**config.mk**
```make
export PLATFORM = sky130hd
export DESIGN_NAME = draw_rect_phys_ctl
export DESIGN_NICKNAME = d
export VERILOG_FILES = /design/src/rtl/draw_rect_phys_ctl.sv
export SDC_FILE = /design/constraint.sdc
export NUM_CORES = 1
export LEC_CHECK = 0
export CAP_MARGIN = 20
export CORE_MARGIN = 4
export CORE_UTILIZATION = 45
export CTS_BUF_LIST = sky130_fd_sc_hd__clkbuf_16
export DETAILED_ROUTE_END_ITERATION = 12
export PLACE_DENSITY = 0.71
export SETUP_SLACK_MARGIN = 0.4
export SLEW_MARGIN = 40
export SYNTH_ARGS = -nofsm -noshare
export SYNTH_HDL_FRONTEND = slang
export SYNTH_SLANG_ARGS = --single-unit
```
**constraint.sdc**
```tcl
create_clock -name clk -period 7.1 [get_ports clk]
set_input_delay 1.42 -clock clk [delete_from_list [all_inputs] [get_ports clk]]
set_output_delay 1.42 -clock clk [all_outputs]
set_load 0.01 [all_outputs]
```
**src/rtl/draw_rect_phys_ctl.sv**
```systemverilog
// Purpose: drops a rectangle from the cursor position and bounces it on a floor with damping and optional drift.
// Latency: 1 cycle for cursor follow in IDLE; motion updates one cycle after each physics tick.
// Backpressure: none; outputs are free-running registers with no handshake.
module draw_rect_phys_ctl #(
   parameter int TICK_DIV   = 40_000,
   parameter int GRAVITY    = 1,
   parameter int FLOOR_Y    = 568,
   parameter int DAMP_SHIFT = 2,
   parameter int V_MIN      = 2,
   parameter int V_MAX      = 64,
   parameter int X_SPEED    = 0,
   parameter int X_MAX      = 768
) (
   input  logic        clk,
   input  logic        rst,
   input  logic        mouse_left,
   input  logic [11:0] mouse_xpos,
   input  logic [11:0] mouse_ypos,
   output logic [11:0] xpos,
   output logic [11:0] ypos,
   output logic        moving
);

   localparam int CW = (TICK_DIV > 1) ? $clog2(TICK_DIV) : 1;
   localparam logic [CW-1:0] TICK_LAST = CW'(TICK_DIV - 1);
   localparam logic [12:0] GRAV13  = 13'(GRAVITY);
   localparam logic [11:0] GRAV12  = 12'(GRAVITY);
   localparam logic [12:0] FLOOR13 = 13'(FLOOR_Y);
   localparam logic [12:0] VMAX13  = 13'(V_MAX);
   localparam logic [11:0] VMIN12  = 12'(V_MIN);
   localparam logic [12:0] XMAX13  = 13'(X_MAX);
   localparam logic [12:0] XSPD13  = 13'(X_SPEED);

   typedef enum logic [1:0] {IDLE, FALL, RISE, REST} state_t;

   state_t        state, state_n;
   logic [11:0]   v, v_n, x_n, y_n;
   logic          dir, dir_n;          // 1 = moving towards X_MAX
   logic [CW-1:0] tick_cnt, cnt_n;
   logic          ml_d;
   logic          moving_n;
   logic          rise_edge, tick;

   logic [12:0]   v_inc, y_sum, x_fwd;
   logic [11:0]   v_sat, v_damp, x_drift;
   logic          dir_drift;

   assign rise_edge = mouse_left & ~ml_d;
   assign tick      = (tick_cnt == TICK_LAST);

   // Candidate step values; 13-bit sums so ypos+v' and xpos+speed never wrap.
   always_comb begin
      v_inc     = {1'b0, v} + GRAV13;
      v_sat     = (v_inc > VMAX13) ? VMAX13[11:0] : v_inc[11:0];
      y_sum     = {1'b0, ypos} + {1'b0, v_sat};
      v_damp    = v_sat - (v_sat >> DAMP_SHIFT);
      x_fwd     = {1'b0, xpos} + XSPD13;
      x_drift   = xpos;
      dir_drift = dir;
      if (dir) begin
         if (x_fwd >= XMAX13) begin
            x_drift   = XMAX13[11:0];
            dir_drift = 1'b0;
         end else begin
            x_drift = x_fwd[11:0];
         end
      end else begin
         if ({1'b0, xpos} <= XSPD13) begin
            x_drift   = 12'd0;
            dir_drift = 1'b1;
         end else begin
            x_drift = xpos - XSPD13[11:0];
         end
      end
   end

   // Next-state and next-register logic for the follow/fall/rise/rest machine.
   always_comb begin
      state_n = state;
      x_n     = xpos;
      y_n     = ypos;
      v_n     = v;
      dir_n   = dir;
      cnt_n   = tick ? '0 : tick_cnt + 1'b1;
      case (state)
         IDLE: begin
            x_n = mouse_xpos;
            y_n = mouse_ypos;
            if (rise_edge) begin
               // Capture takes priority over a coincident tick.
               v_n     = 12'd0;
               dir_n   = 1'b1;
               cnt_n   = '0;
               state_n = FALL;
            end
         end
         FALL: begin
            if (tick) begin
               if (X_SPEED != 0) begin
                  x_n   = x_drift;
                  dir_n = dir_drift;
               end
               if (y_sum >= FLOOR13) begin
                  y_n = FLOOR13[11:0];
                  if (v_damp >= VMIN12) begin
                     v_n     = v_damp;
                     state_n = RISE;
                  end else begin
                     v_n     = 12'd0;
                     state_n = REST;
                  end
               end else begin
                  y_n = y_sum[11:0];
                  v_n = v_sat;
               end
            end
         end
         RISE: begin
            if (tick) begin
               if (X_SPEED != 0) begin
                  x_n   = x_drift;
                  dir_n = dir_drift;
               end
               if (ypos < v) begin
                  y_n     = 12'd0;
                  v_n     = 12'd0;
                  state_n = FALL;
               end else begin
                  y_n = ypos - v;
                  v_n = (v > GRAV12) ? v - GRAV12 : 12'd0;
                  if (v_n == 12'd0) state_n = FALL;
               end
            end
         end
         REST: begin
            if (rise_edge) state_n = IDLE;
         end
         default: state_n = IDLE;
      endcase
      moving_n = (state_n == FALL) || (state_n == RISE);
   end

   // State and output registers with synchronous reset overriding any motion.
   always_ff @(posedge clk) begin
      if (rst) begin
         state    <= IDLE;
         xpos     <= 12'd0;
         ypos     <= 12'd0;
         v        <= 12'd0;
         dir      <= 1'b1;
         tick_cnt <= '0;
         moving   <= 1'b0;
         ml_d     <= 1'b0;
      end else begin
         state    <= state_n;
         xpos     <= x_n;
         ypos     <= y_n;
         v        <= v_n;
         dir      <= dir_n;
         tick_cnt <= cnt_n;
         moving   <= moving_n;
         ml_d     <= mouse_left;
      end
   end

endmodule
```
==> impl_metrics.yaml, run 1 <==
route:
  drc_errors: 0
  final_antenna_net_count: 0
  vias_per_cell: 5.95
  wirelength_um: 13500
  wl_per_cell_um: 16.5
  drtIter0Drc: 468
  drt_pass1_iterations: 5
  vias: 4877
timing:
  fin_worst_skew_ns: 0.00888
  period_minus_slack_ns: 6.08
  fmax_mhz: 164
  final.setup.tns_ns: 0
  finalSetupViolCount: 0
  rsz0062_at_grt: "false"
  slew_violations: 0
  hold_viol: 0
  min_period_over_period_pct: 85.7
  slew_headroom_pct: 45.2
  worst_pin_slew_ns: 0.810
global_routing:
  grt_util_all_layers_pct: 21.0
  grt_max_degree: 39
  grt_overflow: 0
  antenna_found_initial: 0
  grt_pass1_wl_um: 22400
  grt_pass1_vias: 4641
critical_path:
  crit_chain: "ha_1 -> nand2_1 -> or3_1 -> a32o_1 -> nand3_4 -> nor2_1 -> ha_1 -> fa_1 -> nor2b_1 -> o21ai_0 -> a21boi_0 -> nor2_1 -> or4b_2 -> a2111o_1 -> nor4bb_1 -> o41ai_2 -> a31oi_1 -> mux2_2"
  worstSetupStartpointType: "flip-flop"
  crit_type: "reg2reg"
  critPathMaxStageDelay_ns: 0.71
  crit_arrival_ns: 6.27
  critPathBufInv: 0
  cpLargestDelayFamily: "simple AND/OR/NAND/NOR gates"
  crit_fanout: 14
  end_kind: "flip-flop"
  cpMaxStageDelayCell: "nor4bb_1"
  cp.required_ns: 7.29
clock_network:
  postCtsSetupBuffers: 0
  clockBufferDepth: 2
  cts_tree: "done"
  cts_resized: 0
  clock_sinks: 56
  cts_root_buf: "clkbuf_16"
  cts_made_buffers: 5
  clkSlewWorstSetupHoldPaths_ns: 0.08
  h-tree-depth: 2
  hold_buffers: 0
  insertion_delay_ns: 0.30
synthesis:
  yosysTopAreaCell: "dfxtp_1"
  synth_top_area_share_pct: 22.7
  syn_area_per_cell_um2: 7.70
  synth_commonest_cells: "68 x nor2_1, 56 x dfxtp_1, 43 x ha_1, 43 x nand2_1"
  synthTopCellsByArea: "dfxtp_1 23%, ha_1 11%, nor2_1 5.2%"
  yosys_warnings: 0
  synth.most_common_cell: "nor2_1"
  ys_ff_latch: 56
  async_flop_share_pct: 0
  netlist_instances: 640
  ys_seq_area_share_pct: 22.7
  syn_area_um2: 4930
  synth_ff_type: "dfxtp_1"
  synth_cell_types: 79
  synth_edf_count: 0
pwr:
  ir_worst_vdd_mv: 0.0969
  pwr_density_cell_nw_per_um2: 162
  leakagePower_nw: 2.32
floorplanning:
  num_rows: 37
  start_util_pct: 46.9
  pin_count: 52
  die_height_um: 113
  die_w_um: 113
  dieArea_um2: 12700
  core_um2: 10500
placed_design:
  io_buffers: 51
  hpwl_um: 10400
  routabilityCongestion: 0.922
  dp.cells: 811
job:
  drv_cap: 0
cells_and_area:
  syn_to_final_growth_pct: 15.5
  stdcell_count: 819
  fin_nets: 754
  antenna_cells: 0
  drive_gt1_share_pct: 4.83
outcome:
  outcome: "completed"
hold_path:
  hp-class: "reg2reg"
metal layers:
layer / global-route usage (%) / vias up / part of all wire, %
li1: - / 2393 / -
met1: 28.1 / 2281 / 46
met2: 34.5 / 162 / 46
met3: 3.45 / 41 / 5.6
met4: 6.73 / 0 / 2.5
met5: 0 / - / 0
final timing paths:
path	end	slack, ns	depth (start not counted)	from
worst max-delay path	moving	1.02	18	v[0]
worst min-delay path	tick_cnt[0]	0.47	1	tick_cnt[0]
worst max register to register	moving	1.02	18	v[0]
worst min register to register	tick_cnt[0]	0.47	1	tick_cnt[0]
cell type report:
type,count,area (um2)
fill,1000,4810
multi-input combinational,527,3580
sequential,56,1120
timing repair buffer,53,526
tap,136,170
inverter,39,146
clock buffer,5,125
clock inverter,3,27.5
stage by stage:
step	hold WS, ns	area (um2)	total power [W]	utilization (%)	setup slack (ns)
6_report	0.467	5690	0.000924	54.2	1.02
5_1_grt	0.490	5690	0.000978	54.2	0.698
4_1_cts	0.471	5690	0.000925	54.2	1.10
3_5_place_dp	0.453	5540	0.000665	52.7	1.13
3_3_place_gp	0.443	5540	0.000660	52.7	1.50
2_1_floorplan	0.426	4970	0.000568	-	2.14
cells in the final DEF, fill, tap and decap left out, types with 6 or more instances in the layout:
master / count
nor2_1: 68
dfxtp_1: 56
clkdlybuf4s50_1: 51
nand2_1: 43
ha_1: 42
inv_1: 38
a21oi_1: 38
o21ai_0: 33
nand3_1: 28
nor3_1: 24
xnor2_1: 22
mux2i_1: 18
xor2_1: 17
nor2b_1: 15
nand4_1: 12
a21o_1: 12
conb_1: 12
or3_1: 10
a31oi_1: 9
and3_1: 9
nor4_1: 9
a221oi_1: 7
nand2b_1: 6
where the power goes:
| group | internal [W] | leakage, nW | total, W | switching, W |
|---|---|---|---|---|
| combinational | 0.000141 | 1.79 | 0.000313 | 0.000172 |
| sequential | 0.000331 | 0.458 | 0.000351 | 0.0000201 |
| clock | 0.000134 | 0.0719 | 0.000260 | 0.000126 |
registers in the layout, summed over array words and instances, names as in the netlist:
name and count:
state 2, tick_cnt 16, ml_d 1, v 12
moving 1, ypos 12, xpos 12
kinds of logic (layout without fill, tap and decap cells):
| kind of cell | count (synthesis) | count (layout) | synth area share (%) |
|---|---|---|---|
| AOI/OAI and AO/OA | 162 | 162 | 22.8 |
| buffers and inverters | 67 | 100 | 5.48 |
| muxes | 20 | 20 | 4.19 |
| xor gates and xnor gates | 39 | 39 | 6.93 |
| and+or+nand+nor | 249 | 249 | 26.0 |
| DFF | 56 | 56 | 22.7 |
| other | 2 | 12 | 0.152 |
| adders and majority gates | 45 | 45 | 11.7 |
Power figures use the tool's default switching activity.
==> run 2, diff against run 1 <==
- SLEW_MARGIN: 40 -> 5
==> run 2 against run 1 <==
Clock power about the same; clock skew increased by 0.0028 ns; utilization about the same; highest routed layer unchanged; critical endpoint unchanged.
==> impl_metrics.yaml, run 2 (synthesis results as in run 1) <==
floorplanning:
  pin_count: 52
  num_rows: 37
  die_w_um: 113
  core_um2: 10500
  die_height_um: 113
  dieArea_um2: 12700
  start_util_pct: 46.9
timing:
  fin_worst_skew_ns: 0.0117
  worst_pin_slew_ns: 1.03
  finalSetupViolCount: 0
  rsz0062_at_grt: "false"
  period_minus_slack_ns: 6.05
  worst_slack_ns: 1.05
  slew_headroom_pct: 31.5
  slew_violations: 0
  min_period_over_period_pct: 85.2
  hold_viol: 0
  fmax_mhz: 165
  final.setup.tns_ns: 0
cells_and_area:
  antenna_cells: 0
  syn_to_final_growth_pct: 15.5
  multi_input_area_um2: 3580
  largest_register: "tick_cnt"
  nFillCells: 1009
  final_cell_mix: "68 x nor2_1, 56 x dfxtp_1, 51 x clkdlybuf4s50_1, 43 x nand2_1, 43 x ha_1"
  largest_reg_flops: 16
  fin_nets: 754
  drive_gt1_share_pct: 4.69
  seq_area_um2: 1120
  mostFrequentLayoutCell: "nor2_1"
clock_network:
  insertion_delay_ns: 0.31
  cts_resized: 0
  cts_root_buf: "clkbuf_16"
  clockBufferDepth: 2
  h-tree-depth: 2
  postCtsSetupBuffers: 0
  clock_sinks: 56
  cts_made_buffers: 5
  cts_tree: "done"
  clkSlewWorstSetupHoldPaths_ns: 0.08
  hold_buffers: 0
route:
  final_antenna_net_count: 0
  wirelength_um: 13500
  drt_pass1_iterations: 5
  drtIter0Drc: 507
  wl_per_cell_um: 16.5
  vias_per_cell: 5.87
  drc_errors: 0
  vias: 4808
critical_path:
  cp.required_ns: 7.29
  crit_fanout: 14
  crit_type: "reg2reg"
  worstSetupStartpointType: "flip-flop"
  end_kind: "flip-flop"
  crit_arrival_ns: 6.24
pwr:
  clkPwrFrac_pct: 28.4
  cellInternalPower_w: 0.000606
  swShare_pct: 34.6
  power.sequential.fraction_pct: 37.9
  comb_power_share_pct: 33.7
  pwr_density_cell_nw_per_um2: 163
  leakagePower_nw: 2.32
  ir_worst_vdd_mv: 0.115
  p_switching_w: 0.000321
global_routing:
  grt_pass1_vias: 4529
  antenna_found_initial: 0
  grt_max_degree: 39
  grt_util_all_layers_pct: 21.1
  grt_overflow: 0
  grt_pass1_wl_um: 22400
job:
  drv_cap: 0
placed_design:
  io_buffers: 51
  hpwl_um: 10400
  routabilityCongestion: 0.922
  place_ws_ns: 1.14
hold_path:
  hp-class: "reg2reg"
outcome:
  outcome: "completed"
## run 2: critical path: stages (launching register included)
cell	delay, ns
dfxtp_1	0.67
ha_1	0.35
nand2_1	0.15
or3_1	0.41
a32o_1	0.29
nand3_4	0.16
nor2_1	0.12
ha_1	0.25
fa_1	0.41
nor2b_1	0.12
o21ai_0	0.12
a21boi_0	0.27
nor2_1	0.10
or4b_2	0.68
a2111o_1	0.41
nor4bb_1	0.70
o41ai_2	0.11
a31oi_1	0.25
mux2_2	0.35
## run 2: layer usage
layer | vias up | global-route usage (%) | wire length [um]
met4 | 0 | 5.53 | 219
met3 | 21 | 3.07 | 713
met1 | 2269 | 29.1 | 6240
met5 | - | 0 | 0
met2 | 132 | 34.4 | 6330
li1 | 2386 | - | -
## run 2: final timing paths
path                     from           to  cells past startpoint  slack [ns]
setup / recovery         v[0]       moving                     18        1.05
hold reg to reg   tick_cnt[0]  tick_cnt[0]                      1        0.48
hold / removal    tick_cnt[0]  tick_cnt[0]                      1        0.48
setup reg to reg         v[0]       moving                     18        1.05
## run 2: final cells by class
type	instances	area share [%]
multi-input cells	527	62.8
flip-flops and latches	56	19.7
repair buffers	53	9.23
well taps	136	2.99
inverters	39	2.57
clock buffers	5	2.20
clock inverters	3	0.484
## run 2: per-stage QoR
step | total power, W | cells | utilization [%] | hold slack, ns | instance area [um2]
6_report | 0.000927 | 819 | 54.2 | 0.477 | 5690
5_1_grt | 0.000981 | 819 | 54.2 | 0.490 | 5690
4_1_cts | 0.000925 | 819 | 54.2 | 0.471 | 5690
3_5_place_dp | 0.000665 | 811 | 52.7 | 0.453 | 5540
3_3_place_gp | 0.000660 | 811 | 52.7 | 0.443 | 5540
2_1_floorplan | 0.000568 | 650 | - | 0.426 | 4970
## run 2: power by group through the flow
stage                     Clock, W  Sequential (W)  Combinational, W
final                     0.000263        0.000351          0.000312
after global routing      0.000281        0.000355          0.000345
after CTS                 0.000266        0.000352          0.000307
after detailed placement         0        0.000359          0.000306
after global placement           0        0.000358          0.000301
after floorplan                  0        0.000358          0.000210
==> run 3, diff against run 2 <==
- ABC_AREA: not set -> 1
- CTS_CLUSTER_DIAMETER: not set -> 50
==> run 3 against run 2 <==
Register-to-register slack improved by 1.3 ns; utilization increased by 0.19 points; routed wire length increased by 1.3%; critical path type unchanged; largest cell class unchanged.
==> impl_metrics.yaml, run 3 <==
critical_path:
  worstSetupStartpointType: "flip-flop"
  crit_type: "reg2reg"
  crit_fanout: 24
  crit_top_cell: "nand2_1"
  crit_arrival_ns: 4.94
  cpLargestDelayFamily: "simple AND/OR/NAND/NOR gates"
  end_kind: "flip-flop"
  cp.required_ns: 7.35
  cpMaxStageDelayCell: "dfxtp_1"
  critPathMaxStageDelay_ns: 0.50
  critPathBufInv: 2
global_routing:
  grt_max_degree: 27
  grt_overflow: 0
  grt_pass1_wl_um: 22900
  grt_pass1_vias: 4773
  antenna_found_initial: 0
  grt_util_all_layers_pct: 21.6
floorplanning:
  die_w_um: 112
  dieArea_um2: 12600
  die_height_um: 112
  pin_count: 52
  start_util_pct: 46.7
  core_um2: 10500
  num_rows: 37
synthesis:
  netlist_instances: 774
  synth_top_family_by_area: "simple AND/OR/NAND/NOR gates"
  synth_cell_types: 44
  synth-simple-area-share_pct: 34.5
  yosysTopAreaCell: "dfxtp_1"
  synthAdderAreaFrac_pct: 11.8
  syn_area_per_cell_um2: 6.31
  async_flop_share_pct: 0
  synth_commonest_cells: "176 x nand2_1, 105 x nor2_1, 92 x inv_1"
  synthMuxAreaShare_pct: 0
  synth-compound-area-share_pct: 17.6
  synthXorXnorAreaFrac_pct: 3.59
  synthTopCellsByArea: "dfxtp_1 23%, nand2_1 14%, ha_1 11%"
  synth_edf_count: 0
  ys_ff_latch: 56
  syn_area_um2: 4890
  yosys_warnings: 0
  ys_seq_area_share_pct: 22.9
  synth_top_area_share_pct: 22.9
  synth.most_common_cell: "nand2_1"
  synth_ff_type: "dfxtp_1"
clock_network:
  cts_root_buf: "clkbuf_16"
  h-tree-depth: 2
  hold_buffers: 0
  clock_sinks: 56
  clkSlewWorstSetupHoldPaths_ns: 0.08
  insertion_delay_ns: 0.30
  clockBufferDepth: 2
  cts_resized: 0
  postCtsSetupBuffers: 0
  cts_made_buffers: 5
  cts_tree: "done"
placed_design:
  routabilityCongestion: 1.03
  io_buffers: 51
  hpwl_um: 10500
  dp.cells: 956
  place_ws_ns: 2.55
cells_and_area:
  drive_gt1_share_pct: 5.31
  fin_nets: 899
  largest_register: "tick_cnt"
  multi_input_area_um2: 3340
  antenna_cells: 0
  syn_to_final_growth_pct: 16.4
  final_cell_mix: "176 x nand2_1, 105 x nor2_1, 93 x inv_1, 63 x a21oi_1, 56 x dfxtp_1"
  largest_reg_flops: 16
  seq_area_um2: 1120
  nFillCells: 1051
  mostFrequentLayoutCell: "nand2_1"
  stdcell_count: 964
route:
  drtIter0Drc: 497
  final_antenna_net_count: 0
  wirelength_um: 13700
  vias_per_cell: 5.32
  drt_pass1_iterations: 5
  wl_per_cell_um: 14.2
  drc_errors: 0
  vias: 5131
timing:
  period_minus_slack_ns: 4.70
  slew_violations: 0
  slew_headroom_pct: 46.5
  fmax_mhz: 213
  final.setup.tns_ns: 0
  hold_viol: 0
  worst_pin_slew_ns: 0.800
  worst_slack_ns: 2.40
  rsz0062_at_grt: "false"
  fin_worst_skew_ns: 0.0136
  finalSetupViolCount: 0
  min_period_over_period_pct: 66.2
pwr:
  pwr_density_cell_nw_per_um2: 179
  ir_worst_vdd_mv: 0.104
  leakagePower_nw: 2.62
job:
  drv_cap: 0
hold_path:
  hp-class: "reg2reg"
outcome:
  outcome: "completed"
==> run 3: cell count changes after synthesis, moves of 10 or more <==
cell,before,now
xnor2_1,22,10
inv_1,38,92
o21ai_0,33,47
nor2b_1,15,0
or3_1,10,0
nand2_1,43,176
a21oi_1,38,63
nand2_2,0,13
a21o_1,12,1
nor2_1,68,105
mux2i_1,18,0
==> run 3: area by class of cell <==
type	count	area share (%)
tap	136	2.99
clock buffer	5	2.20
inverter	96	6.34
multi-input combinational	612	58.8
clock inverter	3	0.308
timing repair buffer	56	9.64
sequential	56	19.7
==> run 3: per-stage QoR <==
step / hold slack, ns / utilization (%) / cell area [um2] / total power (W)
2_1_floorplan: 0.418 / - / 4920 / 0.000641
3_3_place_gp: 0.436 / 53.0 / 5540 / 0.000756
3_5_place_dp: 0.463 / 53.0 / 5540 / 0.000763
4_1_cts: 0.489 / 54.4 / 5690 / 0.00102
5_1_grt: 0.520 / 54.4 / 5690 / 0.00109
6_report: 0.481 / 54.4 / 5690 / 0.00102
==> run 3: cells by family (layout without fill, tap and decap cells) <==
family / count (synthesis) / after routing
simple gates: 383 / 383
xor+xnor: 20 / 20
fa+ha+maj: 45 / 45
buf+inv: 116 / 160
compound gates: 152 / 152
other cells: 2 / 12
flops: 56 / 56
==> run 3: per-layer routing <==
| metal | track usage (%) | vias to the layer above | wire length (um) | share of wire [%] |
|---|---|---|---|---|
| met5 | 0 | - | 0 | 0 |
| met4 | 5.77 | 0 | 210 | 1.5 |
| met3 | 1.67 | 17 | 734 | 5.4 |
| met2 | 35.6 | 148 | 6180 | 45 |
| met1 | 30.4 | 2323 | 6540 | 48 |
| li1 | - | 2643 | - | - |
==> run 3: path summary, 6_finish.rpt <==
check	to	slack, ns	start	cells past startpoint
max	moving	2.40	v[0]	31
min	tick_cnt[0]	0.48	tick_cnt[0]	1
max reg2reg	moving	2.40	v[0]	31
min reg2reg	tick_cnt[0]	0.48	tick_cnt[0]	1
==> run 3: worst reg2reg max path, delay by kind of cell, from the launching register on <==
| family | cells | cell delay [ns] |
|---|---|---|
| buffers and inverters | 2 | 0.15 |
| and+or+nand+nor | 24 | 2.52 |
| DFF | 1 | 0.50 |
| AOI/OAI and AO/OA | 3 | 0.85 |
| adders and majority gates | 2 | 0.61 |
==> run 3: where the power goes <==
group	internal, W	switching (W)	leakage [nW]	total (W)
logic	0.000161	0.000246	2.08	0.000407
clock network	0.000131	0.000125	0.0754	0.000256
registers	0.000335	0.0000222	0.459	0.000357
